--- src/rtl/leaf_port_arbiter_if.sv ---
// Handshake bundle between requesters, the shared leaf datapath and the response consumer.
// master = environment side (requesters, leaf, consumer); slave = leaf_port_arbiter.
interface leaf_port_arbiter_if #(
  parameter int NUM_REQ = 4,
  parameter int DATA_W  = 3
);
  localparam int ID_W = $clog2(NUM_REQ);

  logic [NUM_REQ-1:0]        req_valid;
  logic [NUM_REQ*DATA_W-1:0] req_data;
  logic [NUM_REQ-1:0]        req_ready;
  logic [DATA_W-1:0]         leaf_inn;
  logic [DATA_W-1:0]         leaf_out;
  logic                      rsp_valid;
  logic [DATA_W-1:0]         rsp_data;
  logic [ID_W-1:0]           rsp_id;
  logic                      rsp_ready;
  logic                      busy;

  modport master (
    output req_valid,
    output req_data,
    output leaf_out,
    output rsp_ready,
    input  req_ready,
    input  leaf_inn,
    input  rsp_valid,
    input  rsp_data,
    input  rsp_id,
    input  busy
  );

  modport slave (
    input  req_valid,
    input  req_data,
    input  leaf_out,
    input  rsp_ready,
    output req_ready,
    output leaf_inn,
    output rsp_valid,
    output rsp_data,
    output rsp_id,
    output busy
  );
endinterface

--- src/rtl/leaf_port_arbiter.sv ---
// Round-robin share of one combinational leaf among NUM_REQ requesters; 3+ cycles per op,
// response held until rsp_ready. `define ARB_PERF_CNT_EN adds xfer_cnt/stall_cnt.
module leaf_port_arbiter #(
  parameter int NUM_REQ = 4,
  parameter int DATA_W  = 3,
  parameter int CNT_W   = 16
) (
  input  logic               clk,
  input  logic               rst_n,
  leaf_port_arbiter_if.slave bus
`ifdef ARB_PERF_CNT_EN
  ,
  output logic [CNT_W-1:0]   xfer_cnt,
  output logic [CNT_W-1:0]   stall_cnt
`endif
);
  localparam int ID_W = $clog2(NUM_REQ);

  typedef enum logic [1:0] {
    IDLE  = 2'd0,
    ISSUE = 2'd1,
    RESP  = 2'd2
  } state_t;

  state_t              state_q, state_d;
  logic [ID_W-1:0]     rr_ptr_q, rr_ptr_d;
  logic [ID_W-1:0]     gnt_id_q, gnt_id_d;
  logic [DATA_W-1:0]   leaf_inn_q, leaf_inn_d;
  logic [DATA_W-1:0]   rsp_data_q, rsp_data_d;
  logic [ID_W-1:0]     rsp_id_q, rsp_id_d;
  logic                rsp_valid_q, rsp_valid_d;
  logic                busy_q, busy_d;

  logic                win_found;
  logic [ID_W-1:0]     win_id;
  logic [ID_W-1:0]     cand;
  logic [NUM_REQ-1:0]  grant;
  logic                rsp_hs;

  assign rsp_hs = (state_q == RESP) && bus.rsp_ready;

  // Search starts just after the last served requester, so it gets lowest priority next.
  always_comb begin
    win_found = 1'b0;
    win_id    = '0;
    cand      = '0;
    for (int k = 1; k <= NUM_REQ; k++) begin
      cand = ID_W'((int'(rr_ptr_q) + k) % NUM_REQ);
      if (!win_found && bus.req_valid[cand]) begin
        win_found = 1'b1;
        win_id    = cand;
      end
    end
  end

  always_comb begin
    state_d     = state_q;
    rr_ptr_d    = rr_ptr_q;
    gnt_id_d    = gnt_id_q;
    leaf_inn_d  = leaf_inn_q;
    rsp_data_d  = rsp_data_q;
    rsp_id_d    = rsp_id_q;
    rsp_valid_d = rsp_valid_q;
    grant       = '0;

    unique case (state_q)
      IDLE: begin
        if (win_found) begin
          grant[win_id] = 1'b1;
          leaf_inn_d    = bus.req_data[int'(win_id)*DATA_W +: DATA_W];
          gnt_id_d      = win_id;
          state_d       = ISSUE;
        end
      end
      ISSUE: begin
        rsp_data_d  = bus.leaf_out;
        rsp_id_d    = gnt_id_q;
        rsp_valid_d = 1'b1;
        state_d     = RESP;
      end
      RESP: begin
        if (rsp_hs) begin
          rsp_valid_d = 1'b0;
          rr_ptr_d    = gnt_id_q;
          state_d     = IDLE;
        end
      end
      default: begin
        state_d     = IDLE;
        rsp_valid_d = 1'b0;
      end
    endcase

    busy_d = (state_d != IDLE);
  end

  always_ff @(posedge clk or negedge rst_n) begin
    if (!rst_n) begin
      state_q     <= IDLE;
      rr_ptr_q    <= ID_W'(NUM_REQ - 1);
      gnt_id_q    <= '0;
      leaf_inn_q  <= '0;
      rsp_data_q  <= '0;
      rsp_id_q    <= '0;
      rsp_valid_q <= 1'b0;
      busy_q      <= 1'b0;
    end else begin
      state_q     <= state_d;
      rr_ptr_q    <= rr_ptr_d;
      gnt_id_q    <= gnt_id_d;
      leaf_inn_q  <= leaf_inn_d;
      rsp_data_q  <= rsp_data_d;
      rsp_id_q    <= rsp_id_d;
      rsp_valid_q <= rsp_valid_d;
      busy_q      <= busy_d;
    end
  end

  // Accept strobe is combinational, so it is masked while reset is asserted.
  assign bus.req_ready = grant & {NUM_REQ{rst_n}};
  assign bus.leaf_inn  = leaf_inn_q;
  assign bus.rsp_valid = rsp_valid_q;
  assign bus.rsp_data  = rsp_data_q;
  assign bus.rsp_id    = rsp_id_q;
  assign bus.busy      = busy_q;

`ifdef ARB_PERF_CNT_EN
  logic [CNT_W-1:0] xfer_cnt_q, xfer_cnt_d;
  logic [CNT_W-1:0] stall_cnt_q, stall_cnt_d;

  always_comb begin
    xfer_cnt_d  = xfer_cnt_q;
    stall_cnt_d = stall_cnt_q;
    if (rsp_hs && (xfer_cnt_q != '1)) begin
      xfer_cnt_d = xfer_cnt_q + CNT_W'(1);
    end
    if ((state_q == RESP) && !bus.rsp_ready && (stall_cnt_q != '1)) begin
      stall_cnt_d = stall_cnt_q + CNT_W'(1);
    end
  end

  always_ff @(posedge clk or negedge rst_n) begin
    if (!rst_n) begin
      xfer_cnt_q  <= '0;
      stall_cnt_q <= '0;
    end else begin
      xfer_cnt_q  <= xfer_cnt_d;
      stall_cnt_q <= stall_cnt_d;
    end
  end

  assign xfer_cnt  = xfer_cnt_q;
  assign stall_cnt = stall_cnt_q;
`endif

endmodule

--- src/flat_wrapper.sv ---
// flat-port wrapper written by rule: the top's interface ports become plain ports
module leaf_port_arbiter_flat 
#(
  parameter int NUM_REQ = 4,
  parameter int DATA_W  = 3,
  parameter int CNT_W   = 16
)
  (clk, rst_n, bus_req_valid, bus_req_data, bus_leaf_out, bus_rsp_ready, bus_req_ready, bus_leaf_inn, bus_rsp_valid, bus_rsp_data, bus_rsp_id, bus_busy);
  leaf_port_arbiter_if #(.NUM_REQ(NUM_REQ), .DATA_W(DATA_W)) bus_i ();
  input  logic clk;
  input  logic rst_n;
  input wire logic [$bits(bus_i.req_valid)-1:0] bus_req_valid;
  input wire logic [$bits(bus_i.req_data)-1:0] bus_req_data;
  input wire logic [$bits(bus_i.leaf_out)-1:0] bus_leaf_out;
  input wire logic [$bits(bus_i.rsp_ready)-1:0] bus_rsp_ready;
  output wire logic [$bits(bus_i.req_ready)-1:0] bus_req_ready;
  output wire logic [$bits(bus_i.leaf_inn)-1:0] bus_leaf_inn;
  output wire logic [$bits(bus_i.rsp_valid)-1:0] bus_rsp_valid;
  output wire logic [$bits(bus_i.rsp_data)-1:0] bus_rsp_data;
  output wire logic [$bits(bus_i.rsp_id)-1:0] bus_rsp_id;
  output wire logic [$bits(bus_i.busy)-1:0] bus_busy;
  assign bus_i.req_valid = bus_req_valid;
  assign bus_i.req_data = bus_req_data;
  assign bus_i.leaf_out = bus_leaf_out;
  assign bus_i.rsp_ready = bus_rsp_ready;
  assign bus_req_ready = bus_i.req_ready;
  assign bus_leaf_inn = bus_i.leaf_inn;
  assign bus_rsp_valid = bus_i.rsp_valid;
  assign bus_rsp_data = bus_i.rsp_data;
  assign bus_rsp_id = bus_i.rsp_id;
  assign bus_busy = bus_i.busy;
  leaf_port_arbiter #(.NUM_REQ(NUM_REQ), .DATA_W(DATA_W), .CNT_W(CNT_W)) u_core (.clk(clk), .rst_n(rst_n), .bus(bus_i));
endmodule
--- config.mk ---
export PLATFORM = sky130hd
export DESIGN_NAME = leaf_port_arbiter_flat
export DESIGN_NICKNAME = d
export VERILOG_FILES = /design/src/rtl/leaf_port_arbiter_if.sv /design/src/rtl/leaf_port_arbiter.sv /design/src/flat_wrapper.sv
export SDC_FILE = /design/constraint.sdc
export NUM_CORES = 1
export LEC_CHECK = 0
export ABC_AREA = 1
export CORE_ASPECT_RATIO = 0.75
export CORE_MARGIN = 4
export CORE_UTILIZATION = 45
export DETAILED_ROUTE_END_ITERATION = 6
export DONT_BUFFER_PORTS = 1
export HOLD_SLACK_MARGIN = 0.02
export PLACE_DENSITY = 0.64
export SLEW_MARGIN = 20
export SYNTH_ARGS = -nofsm -noshare
export SYNTH_HDL_FRONTEND = slang
export SYNTH_SLANG_ARGS = --single-unit
--- constraint.sdc ---
create_clock -name clk -period 5.2 [get_ports clk]
set_input_delay 1.04 -clock clk [delete_from_list [all_inputs] [get_ports clk]]
set_output_delay 1.04 -clock clk [all_outputs]
set_load 0.02 [all_outputs]
==> summary.txt <==
Logic synthesis
  • Syn nets: 172
  • Synth top area cells: dfrtp_1 (32%), nand2_1 (16%), nand3_1 (8.3%)
  • Sequential share of the synthesized area: between 30% and 40%
  • Synthesis Warnings: 0
  • Synth area leader: dfrtp_1
  • Avg Cell Area, Syn: 7.26 sq um
  • Synthesized area: between 1000 and 1500 sq um
  • Number of synthesized flops with an enable pin: 0
  • Distinct cells, synth: 23
  • Synth top area share: 32.2%
  • Synth Instances: 150
  • Synthesized flop and latch total: 16
  • Async set or reset register ratio after synthesis: 100%
  • Top FF cell, synth: dfrtp_1

Placement
  • Dpl hpwl: roughly 1700 um
  • Placed cell area: between 1000 and 1500 sq um
  • Port Buf Inserts: 0
  • Gpl congestion: 0.788

Floorplan
  • Io pins: 36
  • Initial cell density of the core: 47.2%
  • # rows: 15
  • Die Y: roughly 50 um
  • Core area: 2310 sq um
  • Chip width: 64.8 um
  • Die area: 3280 sq um

Detailed routing
  • Final WL: 2140 um
  • Antenna violation net count after detailed routing: 0
  • Drt pass-1 iters: 4
  • Initial DRC Count: between 50 and 60
  • Drt wl/cell: 11.5 um
  • Via-to-Cell Ratio: between 4 and 5
  • Vias: between 900 and 1k
  • DRC viols: 0

STA
  • Max-slew headroom: between 60% and 70%
  • Final hold viol count: 0
  • Tcrit/Tclk final: 64.1%
  • Setup_tns: 0 ns
  • Setup violators final: 0
  • Layout Skew: approximately 0.0079 ns
  • Final Slew Violations: 0
  • Max Clock Freq: roughly 300 MHz
  • Post-layout min period: ~3.3 ns
  • Slew at the pin with the worst max-slew slack: 0.572 ns
  • RSZ-0062 raised after global routing: no

Critical path
  • Most frequent CP cell: a21oi_1
  • Critical R2R Launch: u_core.rr_ptr_q[0]
  • CP endpoint: bus_req_ready[0]
  • Worst r2r dst: u_core.bus.leaf_inn[0]
  • Critical Path RT: 4.16 ns
  • FF-to-FF path depth: 11
  • CP max FO: 11
  • Cell Chain, Critical Path: nand2_1 > a21oi_1 > a21oi_1 > nand3_4 > nand2_2 > nor4_2
  • R2r setup slk: 3.25 ns
  • CP Data Arrival Time: 2.29 ns
  • Critical Path Start: bus_req_valid[3]
  • CP startpoint kind: input port
  • CP endpoint kind: output pin
  • Setup CP Type: in -> out
  • Worst path slowest cell: nor4_2
  • Max incr delay on CP: 0.58 ns

Clock network
  • CTS Buffer Depth: 2
  • Cts hold-fix bufs: 0
  • H-tree Lvls: 1
  • CTS tree: built
  • CTS resizes: 0
  • Worst-path clk slew: 0.09 ns
  • Postcts setup bufs: 0
  • Worst skew pair latency: 0.28 ns
  • CTS Sinks: 16
  • Total CTS buffers: 3
  • Clock Tree Root: clkbuf_4

Job
  • MaxCap Viol Count: 0

Pwr
  • Pwr Density: 785 nW/um^2
  • Clk pwr share: 7.4%
  • Total power: approximately 0.00089 W
  • Switching Fraction: 55.9%
  • Max VDD drop: 0.000347 V
  • P_int: 0.000393 W
  • Leakage: 0.605 nW
  • Psw: about 0.00050 W
  • Flop pwr share: about a third
  • Comb pwr share: 59.7%

Cells and area
  • Number of fill cells: approximately 230
  • Layout Nets: 175
  • ANT cells: 0
  • Layout cells sized above 1: 23.0%
  • Post-route cell area: 1130 sq um
  • Synthesis-to-layout area growth: 4.25%

Global route
  • Initial antenna violation count: 0
  • Vias in the first global route: 928
  • First-pass GRT wire length: 3800 um
  • Gr ovfl total: 0
  • Met1 Use GR: 19.1%
  • Total GRT Usage: 14.6%
  • Met2 usage: between 20 and 25%
  • Largest net degree at the start of global routing: 19
  • Met3 usage: approximately 6.5%
  • Busiest grt layer: met2

Run status
  • Outcome: completed

Min path
  • HP Class: in -> async
-- sequential cells by signal, indices dropped and copies added, names as in the netlist --
signal / cells
u_core.bus.rsp_valid: 1
u_core.bus.busy: 1
u_core.rr_ptr_q: 2
u_core.bus.rsp_data: 3
u_core.gnt_id_q: 2
u_core.bus.rsp_id: 2
u_core.bus.leaf_inn: 3
u_core.state_q: 2
-- cells in the mapped netlist (2+ instances only) --
cell type  instances
a21oi_1            4
buf_6              2
dfrtp_1           14
dfstp_2            2
inv_1             18
inv_2              8
nand2_1           47
nand2_2            9
nand2_4            5
nand3_1           18
nand3_2            2
nor2_1             5
nor2_4             2
o21ai_0            5
-- layout make-up --
cell class / count / area (sq um) / share of cell area (%)
inverters: 28 / 113 / 9.92
well taps: 34 / 42.5 / 3.75
clock buffers: 4 / 26.3 / 2.32
flip-flops and latches: 16 / 403 / 35.5
multi-input cells: 104 / 551 / 48.5
-- power by group through the flow --
stage	clock [W]	combinational, W	sequential [W]
final	0.0000658	0.000531	0.000294
after global routing	0.0000742	0.000609	0.000305
after CTS	0.0000692	0.000538	0.000295
after detailed placement	0	0.000533	0.000297
after global placement	0	0.000522	0.000297
after floorplan	0	0.000484	0.000273
-- worst max-delay path, delay by kind of cell --
family / cells / cell delay, ns
and+or+nand+nor: 4 / 0.96
AOI/OAI and AO/OA: 2 / 0.29
-- logic make-up after synthesis --
| kind of cell | Yosys count | synth area share (%) |
|---|---|---|
| AND/OR/NAND/NOR | 93 | 45.2 |
| flip-flops | 16 | 37.0 |
| buffers and inverters | 30 | 12.4 |
| AO/OA/AOI/OAI | 11 | 5.40 |
-- metrics by stage --
step / hold WS (ns) / worst slack, ns / instances / util, %
2_1_floorplan: 0.453 / 1.98 / 150 / -
3_3_place_gp: 0.500 / 1.90 / 182 / 48.0
3_5_place_dp: 0.493 / 1.86 / 182 / 48.0
4_1_cts: 0.427 / 1.85 / 186 / 49.2
5_1_grt: 0.415 / 1.68 / 186 / 49.2
6_report: 0.438 / 1.87 / 186 / 49.2
-- worst min-delay path by stage --
stage | start | endpoint | slack, ns | cells past startpoint
3_3_place_gp | u_core.gnt_id_q[0] | u_core.gnt_id_q[0] | 0.50 | 2
6_report | rst_n | u_core.bus.leaf_inn[1] | 0.44 | 0
2_1_floorplan | u_core.gnt_id_q[0] | u_core.gnt_id_q[0] | 0.45 | 2
3_5_place_dp | u_core.gnt_id_q[0] | u_core.gnt_id_q[0] | 0.49 | 2
5_1_grt | rst_n | u_core.bus.leaf_inn[0] | 0.41 | 0
4_1_cts | rst_n | u_core.bus.leaf_inn[2] | 0.43 | 0
-- metal layers --
metal,up-vias,share of wire [%]
li1,471,-
met5,-,0
met3,2,8.9
met1,397,49
met4,0,0.56
met2,32,42
-- layout by cell type (no fill, tap or decap), drive strengths merged --
| cell type | netlist | final |
|---|---|---|
| clkinv | 1 | 1 |
| a21boi | 1 | 1 |
| or2 | 1 | 1 |
| dfstp | 2 | 2 |
| nand3 | 21 | 21 |
| a21oi | 4 | 4 |
| nand2 | 61 | 61 |
| clkbuf | 0 | 4 |
| o21ai | 5 | 5 |
| dfrtp | 14 | 14 |
| o22ai | 1 | 1 |
| nor3 | 2 | 2 |
| inv | 27 | 27 |
| nor4 | 1 | 1 |
| nor2 | 7 | 7 |
(Power assumes the default switching activity.)
